File: src/rtl/fifo_access_arbiter.sv
// Round-robin arbiter that shares one FIFO between two writers and one reader.
// It tracks FIFO occupancy itself. Define ARB_READ_PRIO_EN to let the reader take
// priority at or above the high watermark.
module fifo_access_arbiter #(
    parameter int DATA_W = 4,
    parameter int DEPTH  = 8,
    parameter int LVL_W  = 4,
    parameter int HI_WM  = 6
) (
    input  logic              clk,
    input  logic              rst_n,
    input  logic              wr0_req,
    input  logic [DATA_W-1:0] wr0_data,
    output logic              wr0_gnt,
    input  logic              wr1_req,
    input  logic [DATA_W-1:0] wr1_data,
    output logic              wr1_gnt,
    input  logic              rd_req,
    output logic              rd_gnt,
    output logic              rd_valid,
    output logic [DATA_W-1:0] rd_data,
    output logic              fifo_en,
    output logic              fifo_rw,
    output logic [DATA_W-1:0] fifo_wdata,
    input  logic [DATA_W-1:0] fifo_rdata,
    output logic [LVL_W-1:0]  level,
    output logic              full,
    output logic              empty
);

    typedef enum logic [1:0] {IDLE, ISS_W0, ISS_W1, ISS_RD} state_t;
    typedef enum logic [1:0] {SRC_W0, SRC_W1, SRC_RD} src_t;

`ifdef ARB_READ_PRIO_EN
    localparam bit PRIO_EN = 1'b1;
`else
    localparam bit PRIO_EN = 1'b0;
`endif

    localparam logic [LVL_W-1:0] DEPTH_L = LVL_W'(DEPTH);
    localparam logic [LVL_W-1:0] HI_WM_L = LVL_W'(HI_WM);

    state_t           state, state_nx;
    src_t             last, last_nx;
    logic [LVL_W-1:0] lvl_nx;
    logic             el_w0, el_w1, el_rd, prio_hit;

    // Level as it will be after the op being issued this cycle completes.
    always_comb begin
        lvl_nx = level;
        case (state)
            ISS_W0, ISS_W1: lvl_nx = level + LVL_W'(1);
            ISS_RD:         lvl_nx = level - LVL_W'(1);
            default:        lvl_nx = level;
        endcase
    end

    // The requester granted this cycle is masked so it cannot be granted twice.
    assign el_w0    = wr0_req && (lvl_nx < DEPTH_L) && (state != ISS_W0);
    assign el_w1    = wr1_req && (lvl_nx < DEPTH_L) && (state != ISS_W1);
    assign el_rd    = rd_req  && (lvl_nx != '0)     && (state != ISS_RD);
    assign prio_hit = PRIO_EN && el_rd && (lvl_nx >= HI_WM_L);

    always_comb begin
        state_nx = IDLE;
        last_nx  = last;
        if (prio_hit) begin
            state_nx = ISS_RD;
        end else begin
            case (last)
                SRC_W0: begin
                    if      (el_w1) state_nx = ISS_W1;
                    else if (el_rd) state_nx = ISS_RD;
                    else if (el_w0) state_nx = ISS_W0;
                end
                SRC_W1: begin
                    if      (el_rd) state_nx = ISS_RD;
                    else if (el_w0) state_nx = ISS_W0;
                    else if (el_w1) state_nx = ISS_W1;
                end
                default: begin
                    if      (el_w0) state_nx = ISS_W0;
                    else if (el_w1) state_nx = ISS_W1;
                    else if (el_rd) state_nx = ISS_RD;
                end
            endcase
        end
        case (state_nx)
            ISS_W0:  last_nx = SRC_W0;
            ISS_W1:  last_nx = SRC_W1;
            ISS_RD:  last_nx = SRC_RD;
            default: last_nx = last;
        endcase
    end

    // NOTE: state registers use non-blocking assignments so every flop samples
    // pre-edge values; blocking here would create ordering-dependent behaviour.
    always_ff @(posedge clk or negedge rst_n) begin
        if (!rst_n) begin
            state    <= IDLE;
            last     <= SRC_RD;
            level    <= '0;
            full     <= 1'b0;
            empty    <= 1'b1;
            rd_valid <= 1'b0;
        end else begin
            state    <= state_nx;
            last     <= last_nx;
            level    <= lvl_nx;
            full     <= (lvl_nx == DEPTH_L);
            empty    <= (lvl_nx == '0);
            rd_valid <= (state == ISS_RD);
        end
    end

    // Outputs decode straight from the state flops, so reset clears them at once.
    assign wr0_gnt    = (state == ISS_W0);
    assign wr1_gnt    = (state == ISS_W1);
    assign rd_gnt     = (state == ISS_RD);
    assign fifo_en    = (state != IDLE);
    assign fifo_rw    = wr0_gnt || wr1_gnt;
    assign fifo_wdata = wr0_gnt ? wr0_data : (wr1_gnt ? wr1_data : '0);
    assign rd_data    = fifo_rdata;

endmodule
File: config.mk
export PLATFORM = sky130hd
export DESIGN_NAME = fifo_access_arbiter
export DESIGN_NICKNAME = d
export VERILOG_FILES = /design/src/rtl/fifo_access_arbiter.sv
export SDC_FILE = /design/constraint.sdc
export NUM_CORES = 1
export LEC_CHECK = 0
export ABC_AREA = 1
export CORE_UTILIZATION = 44
export DETAILED_ROUTE_END_ITERATION = 7
export GPL_TIMING_DRIVEN = 0
export HOLD_SLACK_MARGIN = 0.12
export PLACE_DENSITY_LB_ADDON = 0.1
export SLEW_MARGIN = 10
export SYNTH_ARGS = -nofsm -noshare
export SYNTH_HDL_FRONTEND = slang
export SYNTH_SLANG_ARGS = --single-unit
File: constraint.sdc
create_clock -name clk -period 3.9 [get_ports clk]
set_input_delay 0.585 -clock clk [delete_from_list [all_inputs] [get_ports clk]]
set_output_delay 0.585 -clock clk [all_outputs]
set_load 0.02 [all_outputs]
---- After elaboration in Yosys (flattened, before gate mapping) ----
Index checks and enable logic that the tools add are counted.
cells by class
  add/subtract/negate cells ............... 2
  $lt $le $gt $ge ......................... 1
  equality and inequality tests ........... 11
  multiplexer cells ....................... 14
  reduce and logical (&&, ||, !) cells .... 13
operators with widths
  cell                                                                     number
  2-bit two-way mux                                                        8
  2-bit == test, second input constant                                     4
  4-bit two-way mux                                                        2
  4-bit one-hot mux with 2 select lines                                    1
  2-bit by 1-bit == test with 1-bit output, second input constant          3
  1-bit logical AND                                                        6
  2-bit one-hot mux with 3 select lines                                    1
  4-bit by 1-bit adder with 4-bit output, second input constant            1
  4-bit == test, second input constant                                     1
  4-bit zero test                                                          1
  4-bit less-than comparator, second input constant                        1
  2-bit inequality test, second input constant                             2
  2-bit one-hot mux with 2 select lines                                    1
  4-bit nonzero test                                                       1
  4-bit by 1-bit subtractor with 4-bit output, second input constant       1
  3-bit nonzero test                                                       1
  2-bit zero test                                                          1
  2-bit by 1-bit inequality test with 1-bit output, second input constant  1
  2-bit nonzero test                                                       1
  2-bit OR reduction                                                       1
  1-bit logical OR                                                         1
  1-bit two-way mux                                                        1
storage, ports and cells
  register bits ........................... 11
  logic and storage cells ................. 47

---- Logic depth before layout (Yosys ltp) ----
  depth after elaboration ................. 12
  mapped depth ............................ 19
  depth with buffers taken out ............ 19

---- Least setup slack after synthesis ----
No wires, ideal clock.
  path type ............................... register -> register
  start point ............................. register state[0]
  end point ............................... register last[1]
  data arrival time ....................... 2036 ps
  data required time ...................... 3824 ps
  slack ................................... 1788 ps
  stages on the path, launching flop included .. 16
  buffers on the path ..................... 0
  period minus slack after synthesis ...... 2112 ps
  path through ............................ dfrtp_1 -> ha_1 -> nand2_1 -> inv_2 -> nor2_2 -> ha_1 -> o21ai_1 -> nand2_2 -> nor2_2 -> nand3_2 -> nand2_2 -> nand2_2 -> nand2_4 -> nand2_4 -> nand2_1 -> o21ai_2
on the way
  elaborated cells between the ends (all ways) .. 31
  those cells by class .................... order compare (1); eq/ne (9); mux (12); reduce/logical (9)
RTL lines
  item                                                                         RTL line    RTL
  from (decl)                                                                  43          state_t state, state_nx;
  from (signal assigned)                                                       107         state <= state_nx;
  2-bit == test *                                                              n/a
  named net rd_gnt                                                             19          output logic rd_gnt,
  4-bit one-hot mux with 2 select lines *                                      51          case (state)
  4-bit less-than comparator or 4-bit nonzero test (tied branches)             59, 60, 61
  1-bit logical AND (on tied branches) (2 in series)                           60, 61
  2-bit two-way mux (on tied branches)                                         79, 84
  2-bit two-way mux (on tied branches)                                         78, 83
  2-bit two-way mux (on tied branches)                                         77, 82
  2-bit one-hot mux with 2 select lines *                                      70          case (last)
  named net state_nx[1]                                                        43
  2-bit == test or 2-bit by 1-bit == test with 1-bit output (tied branches)    88          case (state_nx)
  2-bit one-hot mux with 3 select lines or 3-bit nonzero test (tied branches)  n/a
  to (signal assigned)                                                         108         last <= last_nx;
  to (decl)                                                                    44          src_t last, last_nx;
Mark *: on every way through the listed nets, which the timed path passes. The rest lies on a longest branch.
A chain may end at the register's enable or synchronous reset.

---- Final worst setup path ----
  start point ............................. register state[1]
  end point ............................... output fifo_wdata[1]
on the way
  word-level cells in the longest chain between the ends .. 3
  elaborated cells between the ends (all ways) .. 4
  those cells by class .................... eq/ne (2); mux (2)
ends and longest elaborated chain
  item                 RTL line  RTL
  2-bit == test        118       assign wr1_gnt = (state == ISS_W1);
  4-bit two-way mux    122       assign fifo_wdata = wr0_gnt ? wr0_data : (wr1_gnt ? wr1_data : '0);
  4-bit two-way mux *  122
  to (decl)            24        output logic [DATA_W-1:0] fifo_wdata,
Mark *: on every way between the ends. The rest lies on a longest branch, timed or not.

==> key figures <==
Synthesis
  – Netlist Area Pre-Place: 830 µm²
  – FFs w/ async S/R, synth: 100%
  – Post-synth EDFFs: 0
  – Synthesis Warnings: 0
  – FF+latch count, synth: 11
  – Sequential fraction of the synthesis area: 33.5%
  – Mean Syn Cell Area: 7.34 µm²
  – Unique masters post-synth: 23
  – Post-synth net total: 137
  – Mapped Cells: 113
  – Ys flop type: dfrtp_1

Critical path
  – Kind of critical path: flip-flop to output pin
  – Slowest stage delay, CP: 0.60 ns
  – Required time worst endpoint: 3.31 ns
  – CP Max Fanout: 7
  – Crit-path slowest cell: clkdlybuf4s50_1
  – Critical Path AT: 1.98 ns
  – RR Endpoint: last[1]$_DFFE_PN1P_
  – CP cell instances: inv_1, ha_1, inv_1, nand3_1, nand2_1, clkdlybuf4s50_1
  – Startpoint Class: flip-flop
  – Buf+Inv Stages, Crit Path: 3
  – Critical path's top delay family: buffers and inverters
  – FF-to-FF Start: state[0]$_DFF_PN0_
  – Most used cell along the critical path: inv_1
  – Worst setup EP type: output pin
  – Worst reg2reg setup slack: 1.69 ns
  – Register-to-Register Path Depth: 15

Routing
  – Detail Route Antenna Nets: 0
  – DR pass1 iterations: 3
  – Detailed-route DRC error count: 0
  – WL final: 1620 µm
  – Post-DR vias/cell: 4.49
  – Wire per inst: 9.33 µm
  – Via count: 782
  – DRT iter0 DRCs: 5

Cells and area
  – ANT cells: 0
  – Layout area overhead: 45.6%
  – Nets: 174
  – Share of cells above drive strength 1: 18.1%
  – Utilization after layout: 69.2%

Clock network
  – TritonCTS clock tree: yes
  – Postcts setup bufs: 0
  – Clock tree buffer depth: 2
  – CTS resizes: 0
  – Hold-fix buffers, CTS: 0
  – Clock Pin Slew Worst Setup and Hold Paths: 0.07 ns
  – CTS buffer count: 3
  – Root Driver: clkbuf_4
  – CTS sink count: 11
  – Clk_lat worst skew: 0.26 ns
  – H-tree lvl count: 1

Placement
  – RD Place Congestion: 0.739
  – PortBufs: 32
  – Detail Placement HPWL: 1420 µm

Power and ir drop
  – Leakage: 0.628 nW
  – VDD IR max: 0.457 mV
  – Pwr/cell area: 928 nW/µm²

Timing
  – Worst rel slew slack: 67.9%
  – Slew Limit Fails: 0
  – Hold Fails Final Rpt: 0
  – Setup tns final: 0 ns
  – Final setup viols: 0
  – Final Skew: 0.00312 ns
  – FMAX: 0.391 GHz
  – Unrepaired setup endpoints after global routing: false
  – Fin crit share: 65.6%
  – Tightest Pin Transition: 0.481 ns
  – Crit path time final: 2.56 ns

Die
  – Die X: 45.4 µm
  – DIE HEIGHT: 45.4 µm
  – Die area: 2060 µm²
  – Initial Util: 47.5%
  – # IOs: 37
  – CORE AREA: 1750 µm²
  – Row cnt: 15

Min path
  – Worst Hold Class: flip-flop to flip-flop
  – Hold depth: 2
  – Hold Startpoint: last[1]$_DFFE_PN1P_
  – Hold Path End: last[1]$_DFFE_PN1P_

Run status
  – Status: complete, no violations

Global route
  – Initial antenna violation count: 0
  – Largest net degree at the start of global routing: 12
  – First-pass GRT wire length: 2620 µm
  – GRT overflow: 0
  – Vias in the first global route: 648
  – Total track usage: 17.7%

Run
  – Max Cap Viol: 0
tightest hold or removal path, cell delays in order (launching register included):
cell	delay, ns
dfstp_2	0.38
nand2_1	0.08
o21ai_2	0.06
kinds of logic after synthesis:
logic type	count (synthesis)	synth area share, %
buf+inv	27	14.0
simple gates	62	36.5
compound gates	4	3.32
fa+ha+maj	7	10.6
flops	11	33.5
xor+xnor	2	2.11
synth_stat cells, types with 2 or more instances:
master / number / area [µm²]
nand3_2: 2 / 20.0
nand2_1: 31 / 116
dfrtp_1: 9 / 225
nor2_1: 4 / 15.0
nand3_1: 11 / 55.1
nand2_2: 6 / 37.5
dfstp_2: 2 / 52.6
nor2_2: 2 / 12.5
nand2_4: 2 / 22.5
inv_1: 18 / 67.6
ha_1: 7 / 87.6
inv_2: 4 / 15.0
nand4_1: 2 / 12.5
buf_4: 4 / 30.0
where the power goes:
part / total, mW / internal (mW) / switching (mW)
logic: 0.829 / 0.339 / 0.491
clock network: 0.0749 / 0.0396 / 0.0354
registers: 0.216 / 0.173 / 0.0431
total: 1.12 / 0.551 / 0.569
layout by cell type, fill, tap and decap left out, drive strengths merged:
cell and count:
nand3 13, nand4 2, a21oi 1, dfrtp 9, clkbuf 4, buf 4, xnor2 1, clkdlybuf4s50 32
inv 22, clkinv 1, xor2 1, ha 7, or2 1, nor3 1, nor2 6, o21ai 3
nand2 39, dfstp 2
per-stage QoR:
stage	hold slack [ns]	cells	cell area (µm²)	setup WS [ns]	power (mW)
global route	0.529	174	1210	1.21	1.22
global placement	0.498	170	1180	1.53	1.04
finish	0.517	174	1210	1.34	1.12
CTS	0.524	174	1210	1.30	1.14
floorplan	0.289	113	830	1.79	0.798
detailed placement	0.512	170	1180	1.52	1.06
metal layers:
metal  up-vias  GRT usage [%]  part of all wire [%]
met2        14           31.4                    51
met3         2           3.57                   3.0
li1        415              -                     -
met4         0           5.45                   1.0
met1       351           21.2                    45
met5         -              0                     0
how the worst max path moves through the flow:
stage / start / to / slack, ns / cells past startpoint
floorplan: state[0]$_DFF_PN0_ / last[1]$_DFFE_PN1P_ / 1.79 / 15
global placement: wr1_data[1] / fifo_wdata[1] / 1.53 / 4
detailed placement: wr1_data[1] / fifo_wdata[1] / 1.52 / 4
CTS: state[1]$_DFF_PN0_ / fifo_wdata[3] / 1.30 / 6
global route: state[1]$_DFF_PN0_ / fifo_wdata[1] / 1.21 / 6
finish: state[1]$_DFF_PN0_ / fifo_wdata[1] / 1.34 / 6
area by class of cell:
type	instances	area [µm²]
buffer	4	30.0
clock buffer	4	26.3
fill	170	538
inverter	23	86.3
multi-input combinational	75	435
sequential	11	278
tap	25	31.3
timing repair buffer	32	320
flip-flops by register name, indices dropped and copies added (netlist names):
name / count
empty: 1
last: 2
full: 1
level: 4
state: 2
rd_valid: 1
Note: power is estimated with default switching activity, not from simulation.
==> RTL edit (same settings) <==
Set the localparam `PRIO_EN` to 1'b1 (it was 1'b0).
--- a/src/rtl/fifo_access_arbiter.sv
+++ b/src/rtl/fifo_access_arbiter.sv
@@ -34,7 +34,7 @@
 `ifdef ARB_READ_PRIO_EN
     localparam bit PRIO_EN = 1'b1;
 `else
-    localparam bit PRIO_EN = 1'b0;
+    localparam bit PRIO_EN = 1'b1;
 `endif
 
     localparam logic [LVL_W-1:0] DEPTH_L = LVL_W'(DEPTH);
Check against the original RTL: not equivalent (a bounded check fails within 10 cycles, from zero or initial values and one cycle with rst_n low).
==> RTL edit against the unedited design <==
First-iteration DRC count is 80% higher. Worst hold slack improved by 35 ps. Sequential cell count stayed put. Global-route usage increased by 2.2 points. Power is 7.5% higher. Worst setup slack gained 22 ps. Count of clock-buffer cells in the layout did not move. Highest routed layer unchanged. Via count increased by 7.0%. Clock skew decreased by 1.5 ps. Final area grew 1.7%. Routed wire length is 13% higher. Synthesized area up 2.4%.
==> RTL edit: results <==
power:
  cellLeakagePower_uw: 0.000655
  irDropWorstVdd_mv: 0.478
global_routing:
  grt_antenna_before_repair: 0
  grt_pass1_wl_mm: 3.10
  grt_max_degree: 12
  grt_usage: 0.199
  grt_pass1_vias: 788
floorplanning:
  die-area_mm2: 0.00211
cts:
  clock_path_buffers: 2
  clk_latency_ps: 270
  cts_max_level: 1
cells_and_area:
  n_antenna_cell: 0
  drive_gt1_frac: 0.127
  nFillCells: 167
logic_synthesis:
  synth_cell_types: 22
  async_flop_share: 1.00
  synth_fp_nets: 146
  ys_top_cells_by_area: "dfrtp_1, nand2_1, ha_1"
  syn_inst: 122
  synthTopCellsByCount: "nand2_1, inv_1, nand3_1"
  ys_seq_area_frac: 0.327
hold_path:
  whs_path_depth: 4
  holdCritPathClass: "flip-flop to flip-flop"
sta:
  hold_viol: 0
  finClkSkew_ps: 1.64
  worst_slew_pin_slew_ps: 485
place:
  globalplace.congestion: 0.772
  hpwl_mm: 1.55
  placed_cells: 179
  io_buffers: 32
critical_path:
  arrival_ps: 1950
  critPathMaxFanout: 6
  reg2reg_depth: 16
  cp_slowest_cell: "clkdlybuf4s50_1"
run_status:
  status: "completed"
detailed_routing:
  wl_mm: 1.83
  via_per_inst: 4.57
  drt-wirelength-per-cell_um: 10.0
  dr.pass1.iters: 4
  drt-initial-drc-count: 9
RTL edit: cell types whose count changed in the layout (fill, tap and decap cells not counted), sizes merged:
cell / delta
nand2: +3
nor2: +3
inv: +2
and2: +1
clkinv: -1
nand3: +1
RTL edit: layout make-up:
class / instances / area, µm² / share of cell area
clock buffers: 4 / 26.3 / 0.0214
plain buffers: 4 / 30.0 / 0.0245
multi-input cells: 83 / 452 / 0.368
repair buffers: 32 / 320 / 0.261
inverters: 24 / 90.1 / 0.0734
well taps: 25 / 31.3 / 0.0255
flip-flops and latches: 11 / 278 / 0.226
RTL edit: layer usage:
layer | global-route usage | wire length, µm | vias to the layer above
met5 | 0 | 0 | -
met4 | 0.0529 | 22 | 0
met3 | 0.0238 | 34 | 2
met2 | 0.383 | 1030 | 16
met1 | 0.224 | 740 | 384
li1 | - | - | 435
RTL edit: report_power, final:
part / total (µW) / switching (µW) / internal [µW]
registers: 219 / 43.6 / 175
logic: 909 / 546 / 363
clock network: 76.8 / 37.2 / 39.6
total: 1210 / 627 / 578
RTL edit: logic make-up (layout without fill, tap and decap cells):
kind of cell / after synthesis / after routing / synth area share
buf+inv: 28 / 64 / 0.141
flops: 11 / 11 / 0.327
simple gates: 70 / 70 / 0.384
fa+ha+maj: 7 / 7 / 0.103
compound gates: 4 / 4 / 0.0236
xor+xnor: 2 / 2 / 0.0206
RTL edit: worst max-delay path, delay by kind of cell, from the launching register on:
family	cells	cell delay (ps)
DFF	1	390
and+or+nand+nor	2	150
buffers and inverters	3	880
adders and majority gates	1	260
RTL edit: path summary, 6_finish.rpt:
check                         start            end  slack, ps
setup / recovery           state[1]  fifo_wdata[3]       1360
hold / removal              last[0]        last[0]        550
setup reg to reg           state[0]        last[1]       1540
hold reg to reg             last[0]        last[0]        550
max in group asynchronous     rst_n        last[1]       2900
min in group asynchronous     rst_n       level[0]        640
RTL edit: through the flow:
step | setup WS [ps] | instance area [µm²] | power, µW | utilization
2_1_floorplan | 1740 | 850 | 844 | -
3_3_place_gp | 1540 | 1200 | 1100 | 0.681
3_5_place_dp | 1520 | 1200 | 1140 | 0.681
4_1_cts | 1350 | 1230 | 1220 | 0.696
5_1_grt | 1240 | 1230 | 1320 | 0.696
6_report | 1360 | 1230 | 1210 | 0.696
